==> config.mk <==
export PLATFORM = sky130hd
export DESIGN_NAME = alu_seq
export DESIGN_NICKNAME = d
export VERILOG_FILES = /design/src/rtl/alu_seq_pkg.sv /design/src/rtl/alu_mul_iter.sv /design/src/rtl/alu_seq.sv
export SDC_FILE = /design/constraint.sdc
export NUM_CORES = 1
export LEC_CHECK = 0
export CORE_UTILIZATION = 59
export CTS_CLUSTER_SIZE = 28
export DETAILED_ROUTE_END_ITERATION = 7
export HOLD_SLACK_MARGIN = 0.03
export PLACE_DENSITY = 0.82
export SLEW_MARGIN = 20
export SYNTH_ARGS = -nofsm -noshare
export SYNTH_HDL_FRONTEND = slang
export SYNTH_SLANG_ARGS = --single-unit
==> constraint.sdc <==
create_clock -name clk -period 4.3 [get_ports clk]
set_input_delay 0.43 -clock clk [delete_from_list [all_inputs] [get_ports clk]]
set_output_delay 0.43 -clock clk [all_outputs]
set_load 0.005 [all_outputs]
==> src/rtl/alu_seq_pkg.sv <==
// Shared opcode encodings and control-state type for the sequential ALU.
package alu_seq_pkg;

  localparam logic [3:0] OP_ADD = 4'b0000;
  localparam logic [3:0] OP_SUB = 4'b0001;
  localparam logic [3:0] OP_RSB = 4'b0010;
  localparam logic [3:0] OP_AND = 4'b0011;
  localparam logic [3:0] OP_ORR = 4'b0100;
  localparam logic [3:0] OP_EOR = 4'b0101;
  localparam logic [3:0] OP_BIC = 4'b0110;
  localparam logic [3:0] OP_MOV = 4'b0111;
  localparam logic [3:0] OP_MVN = 4'b1000;
  localparam logic [3:0] OP_ADC = 4'b1001;
  localparam logic [3:0] OP_SBC = 4'b1010;
  localparam logic [3:0] OP_CMP = 4'b1011;
  localparam logic [3:0] OP_MUL = 4'b1100;

  typedef enum logic {
    S_IDLE = 1'b0,
    S_BUSY = 1'b1
  } state_e;

endpackage

==> src/rtl/alu_mul_iter.sv <==
// Iterative shift-add multiplier: W steps after start; done/P are presented
// combinationally during the final step so the parent can register them.
module alu_mul_iter #(
  parameter int W     = 8,
  parameter int CNT_W = $clog2(W) + 1
) (
  input  logic         clk,
  input  logic         rst,
  input  logic         start,
  input  logic [W-1:0] A,
  input  logic [W-1:0] B,
  output logic         busy,
  output logic         done,
  output logic [W-1:0] P
);

  logic [W-1:0]     mcand_q;
  logic [W-1:0]     mplier_q;
  logic [W-1:0]     acc_q;
  logic [CNT_W-1:0] cnt_q;
  logic             busy_q;
  logic [W-1:0]     acc_d;

  assign acc_d = acc_q + (mplier_q[0] ? mcand_q : '0);

  always_ff @(posedge clk) begin
    if (!rst) begin
      mcand_q  <= '0;
      mplier_q <= '0;
      acc_q    <= '0;
      cnt_q    <= '0;
      busy_q   <= 1'b0;
    end else if (start) begin
      mcand_q  <= A;
      mplier_q <= B;
      acc_q    <= '0;
      cnt_q    <= CNT_W'(W);
      busy_q   <= 1'b1;
    end else if (busy_q) begin
      acc_q    <= acc_d;
      mcand_q  <= mcand_q << 1;
      mplier_q <= mplier_q >> 1;
      cnt_q    <= cnt_q - CNT_W'(1);
      if (cnt_q == CNT_W'(1)) busy_q <= 1'b0;
    end
  end

  assign busy = busy_q;
  assign done = busy_q && (cnt_q == CNT_W'(1));
  assign P    = acc_d;

endmodule

==> src/rtl/alu_seq.sv <==
// Sequential ALU with valid/ready input, registered result, persistent NZCV
// flags and an iterative multiply; one operation in flight at a time.
module alu_seq
  import alu_seq_pkg::*;
#(
  parameter int W = 8,
  localparam int CNT_W = $clog2(W) + 1
) (
  input  logic         clk,
  input  logic         rst,
  input  logic         in_valid,
  output logic         in_ready,
  input  logic [3:0]   ALUcontrol,
  input  logic         set_flags,
  input  logic [W-1:0] A,
  input  logic [W-1:0] B,
  output logic         out_valid,
  output logic [W-1:0] Y,
  output logic         N,
  output logic         Z,
  output logic         CO,
  output logic         OVF,
  output logic         illegal
);

  state_e       state_q, state_d;
  logic [W-1:0] y_q, y_d;
  logic         n_q, n_d, z_q, z_d, co_q, co_d, ovf_q, ovf_d;
  logic         illegal_q, illegal_d;
  logic         out_valid_q, out_valid_d;
  logic         mul_sf_q, mul_sf_d;

  logic         mul_start, mul_busy, mul_done;
  logic [W-1:0] mul_p;

  logic [W-1:0] add_x, add_y, logic_res;
  logic         add_cin, add_ovf;
  logic [W:0]   sum;

  // Subtractions are folded into one adder as X + ~Y + cin.
  always_comb begin
    add_x   = A;
    add_y   = B;
    add_cin = 1'b0;
    case (ALUcontrol)
      OP_SUB, OP_CMP: begin add_y = ~B; add_cin = 1'b1; end
      OP_RSB:         begin add_x = B; add_y = ~A; add_cin = 1'b1; end
      OP_ADC:         add_cin = co_q;
      OP_SBC:         begin add_y = ~B; add_cin = co_q; end
      default:        ;
    endcase
  end

  assign sum     = {1'b0, add_x} + {1'b0, add_y} + {{W{1'b0}}, add_cin};
  assign add_ovf = (add_x[W-1] == add_y[W-1]) && (sum[W-1] != add_x[W-1]);

  always_comb begin
    case (ALUcontrol)
      OP_AND:  logic_res = A & B;
      OP_ORR:  logic_res = A | B;
      OP_EOR:  logic_res = A ^ B;
      OP_BIC:  logic_res = A & ~B;
      OP_MVN:  logic_res = ~B;
      default: logic_res = B;
    endcase
  end

  always_comb begin
    state_d     = state_q;
    y_d         = y_q;
    n_d         = n_q;
    z_d         = z_q;
    co_d        = co_q;
    ovf_d       = ovf_q;
    illegal_d   = illegal_q;
    out_valid_d = 1'b0;
    mul_sf_d    = mul_sf_q;
    mul_start   = 1'b0;
    case (state_q)
      S_IDLE: if (in_valid) begin
        out_valid_d = 1'b1;
        illegal_d   = 1'b0;
        case (ALUcontrol)
          OP_ADD, OP_SUB, OP_RSB, OP_ADC, OP_SBC, OP_CMP: begin
            if (ALUcontrol != OP_CMP) y_d = sum[W-1:0];
            if (set_flags || ALUcontrol == OP_CMP) begin
              n_d   = sum[W-1];
              z_d   = (sum[W-1:0] == '0);
              co_d  = sum[W];
              ovf_d = add_ovf;
            end
          end
          OP_AND, OP_ORR, OP_EOR, OP_BIC, OP_MOV, OP_MVN: begin
            y_d = logic_res;
            if (set_flags) begin
              n_d = logic_res[W-1];
              z_d = (logic_res == '0);
            end
          end
          OP_MUL: begin
            out_valid_d = 1'b0;
            illegal_d   = illegal_q;
            state_d     = S_BUSY;
            mul_start   = 1'b1;
            mul_sf_d    = set_flags;
          end
          default: begin
            y_d       = '0;
            illegal_d = 1'b1;
          end
        endcase
      end
      S_BUSY: if (mul_done) begin
        state_d     = S_IDLE;
        out_valid_d = 1'b1;
        illegal_d   = 1'b0;
        y_d         = mul_p;
        if (mul_sf_q) begin
          n_d = mul_p[W-1];
          z_d = (mul_p == '0);
        end
      end
    endcase
  end

  always_ff @(posedge clk) begin
    if (!rst) begin
      state_q     <= S_IDLE;
      y_q         <= '0;
      n_q         <= 1'b0;
      z_q         <= 1'b0;
      co_q        <= 1'b0;
      ovf_q       <= 1'b0;
      illegal_q   <= 1'b0;
      out_valid_q <= 1'b0;
      mul_sf_q    <= 1'b0;
    end else begin
      state_q     <= state_d;
      y_q         <= y_d;
      n_q         <= n_d;
      z_q         <= z_d;
      co_q        <= co_d;
      ovf_q       <= ovf_d;
      illegal_q   <= illegal_d;
      out_valid_q <= out_valid_d;
      mul_sf_q    <= mul_sf_d;
    end
  end

  alu_mul_iter #(
    .W     (W),
    .CNT_W (CNT_W)
  ) u_mul (
    .clk   (clk),
    .rst   (rst),
    .start (mul_start),
    .A     (A),
    .B     (B),
    .busy  (mul_busy),
    .done  (mul_done),
    .P     (mul_p)
  );

  assign in_ready  = (state_q == S_IDLE) && !mul_busy;
  assign out_valid = out_valid_q;
  assign Y         = y_q;
  assign N         = n_q;
  assign Z         = z_q;
  assign CO        = co_q;
  assign OVF       = ovf_q;
  assign illegal   = illegal_q;

endmodule

==> results.yml <==
status:
  status: "finished with violations"
  violations: "design-rule violations"
drt:
  wl_per_cell_um: 18.3
  drtPass1Iterations: 7
  vias: 4091
  drt-initial-drc-count: 313
  drt-total-wl_um: 11600
  remaining_drc_errors: 2
  drt-vias-per-instance: 6.43
  ant_nets: 0
critical_path:
  cp_data_arrival_time_ns: 4.15
  cp_cell_sequence: "clkdlybuf4s50_1, inv_1, mux2_2, a22oi_1, nor2_1, a211oi_1, fa_1, fa_1, nor2b_1, o31ai_1, a21oi_1, xnor2_1, or4bb_1, o32ai_1, a21o_1"
  endpoint_kind: "flop"
  crit_slowest_cell: "clkdlybuf4s50_1"
  crit_start: "ALUcontrol[0]"
  slowest_delay_ns: 0.49
  cp_common_cell: "fa_1"
  r2r-start: "u_mul.mplier_q[0]"
  cp_max_fo: 8
  cp.required_ns: 4.55
  start_kind: "input pin"
  path_class: "in -> reg"
synthesis:
  synth_area_mm2: 0.00401
  synth-seq-area-share_pct: 22.5
  synth_edf_count: 0
  synth-seq-cells: 45
  syn_nets: 587
  synth_cells: 536
  synth.distinct_cells: 68
  synth_warnings: 0
  syn_avg_cell_area_um2: 7.48
  synth_flop_cell: "dfxtp_1"
  postSynth.asyncResetShare_pct: 0
power_and_ir_drop:
  leakagePower_uw: 0.00198
  power.density_mw_per_mm2: 248
  ir_worst_vdd_mv: 0.149
  p_total_uw: 1130
timing:
  tns_ns: 0
  hold_slack_ns: 0.503
  hold_viol_final: 0
  worst_pin_slew_ns: 0.957
  setup_viol: 0
  clock.fmax_mhz: 256
  slew_headroom_pct: 36.1
  timing.final.max_slew_violations: 0
  rsz0062_at_grt: "no"
  skew_ns: 0.0124
  period_share_pct: 90.8
  fin_crit_ns: 3.90
cells_and_area:
  fin_cells: 636
  drive_gt1_share_pct: 5.90
  synthToLayoutAreaGrowth_pct: 13.9
  diodes: 0
  nNetsFinal: 609
run:
  cap_violations: 0
floorplan:
  dieHeight_um: 84.4
  dieArea_mm2: 0.00713
  io_pins: 39
  start_util_pct: 62.0
  rows: 29
  die_w_um: 84.4
  core_area_mm2: 0.00646
cts:
  hold_buffers: 0
  cts_sinks: 45
  cts_buffers: 5
  insertion_delay_ns: 0.30
  cts_max_level: 2
  cts_setup_buffers: 0
  cts_root_buffer: "clkbuf_8"
  cts.path.max_buffers: 2
  cts_tree: "done"
  cts-resized-gates: 0
  clk_pin_slew_ns: 0.09
place:
  place_inst: 628
  dp_hpwl_um: 8930
  port_buffers: 38
  gp_congestion: 0.999
global_route:
  grt_usage_pct: 34.2
  grt_pass1_wl_um: 19500
  grt-ovfl-total: 0
  grt_max_degree: 45
  grt_pass1_vias: 3969
  antenna_found_initial: 0
hold_path:
  hold_class: "reg -> reg"
  min_from: "Y[0]"
-- layer usage --
layer | vias to the layer above | share of wire, % | GRT usage [%]
met5 | - | 0 | 0
met4 | 0 | 2.8 | 12.3
met1 | 1908 | 44 | 44.5
met2 | 184 | 47 | 58.0
li1 | 1976 | - | -
met3 | 23 | 6.2 | 5.11
-- kinds of logic after synthesis --
family | Yosys count | synth area share (%)
and+or+nand+nor | 163 | 19.8
AOI/OAI and AO/OA | 186 | 31.2
DFF | 45 | 22.5
buffers and inverters | 74 | 7.65
muxes | 28 | 7.02
xor gates and xnor gates | 13 | 2.84
adders and majority gates | 27 | 8.99
-- cell type report --
cell class / count / area, um2
clock buffers: 7 / 86.3
clock inverters: 1 / 30.0
fillers: 562 / 1890
inverters: 33 / 124
multi-input cells: 417 / 2800
flip-flops and latches: 45 / 901
well taps: 77 / 96.3
repair buffers: 56 / 528
-- cells in the final DEF (no fill, tap or decap), types with 3 or more instances in the layout --
cell and instances:
a211oi_1 7, a21boi_0 7, a21o_1 5, a21oi_1 30, a221oi_1 4, a22oi_1 8
a31oi_1 4, a32oi_1 4, and2_1 10, and3b_1 4, buf_4 17, clkbuf_8 6
clkdlybuf4s50_1 38, dfxtp_1 45, fa_1 3, ha_1 24, inv_1 33, mux2i_1 27
nand2_1 55, nand2b_1 6, nand3_1 8, nor2_1 43, nor2b_1 6, nor3_1 8
o211a_1 16, o211ai_1 6, o21a_1 5, o21ai_0 59, o22ai_1 6, or3_1 4
xnor2_1 7, xor2_1 6
-- critical path: cells and delay by family --
| kind | cells | cell delay [ns] |
|---|---|---|
| simple gates | 3 | 0.55 |
| mux | 1 | 0.37 |
| compound gates | 6 | 1.34 |
| xor+xnor | 1 | 0.21 |
| fa+ha+maj | 2 | 0.50 |
| buf+inv | 2 | 0.75 |
-- per-stage QoR --
step | area [um2] | util (%) | worst slack [ns]
5_1_grt | 4570 | 70.7 | 0.207
2_1_floorplan | 4010 | - | 0.313
3_5_place_dp | 4450 | 68.9 | 0.160
3_3_place_gp | 4450 | 68.9 | 0.320
6_report | 4570 | 70.7 | 0.397
4_1_cts | 4570 | 70.7 | 0.466
-- path summary, 6_finish.rpt --
| kind | end | slack [ns] | depth (start not counted) |
|---|---|---|---|
| setup / recovery | Z | 0.40 | 15 |
| hold / removal | Y[0] | 0.50 | 1 |
| setup reg to reg | Z | 1.29 | 10 |
| hold reg to reg | Y[0] | 0.50 | 1 |
-- flip-flops by register name, indices dropped and copies added, names as in the netlist, 4 cells and up --
register / cells
Y: 8
u_mul.cnt_q: 4
u_mul.acc_q: 8
u_mul.mcand_q: 8
u_mul.mplier_q: 8
-- cell usage after synthesis (7+ instances only) --
cell      count  area share (%)
mux2i_1      27             6.7
dfxtp_1      45              22
and2_1       10             1.6
a21oi_1      30             3.7
nand2_1      55             5.2
a21boi_0      7             1.3
xnor2_1       7             1.5
nor3_1        8             1.0
ha_1         24             7.5
a22oi_1       8             1.5
a211oi_1      7             1.3
inv_1        33             3.1
nor2_1       43             4.0
nand3_1       8             1.0
clkbuf_1     27             2.5
o21ai_0      59             7.4
o211a_1      16             4.0
-- power breakdown --
| group | internal, uW | switching (uW) | total, uW |
|---|---|---|---|
| clock network | 190 | 146 | 336 |
| logic | 154 | 201 | 355 |
| registers | 432 | 10.5 | 443 |
| total | 776 | 358 | 1130 |
Note: power is estimated with default switching activity, not from simulation.
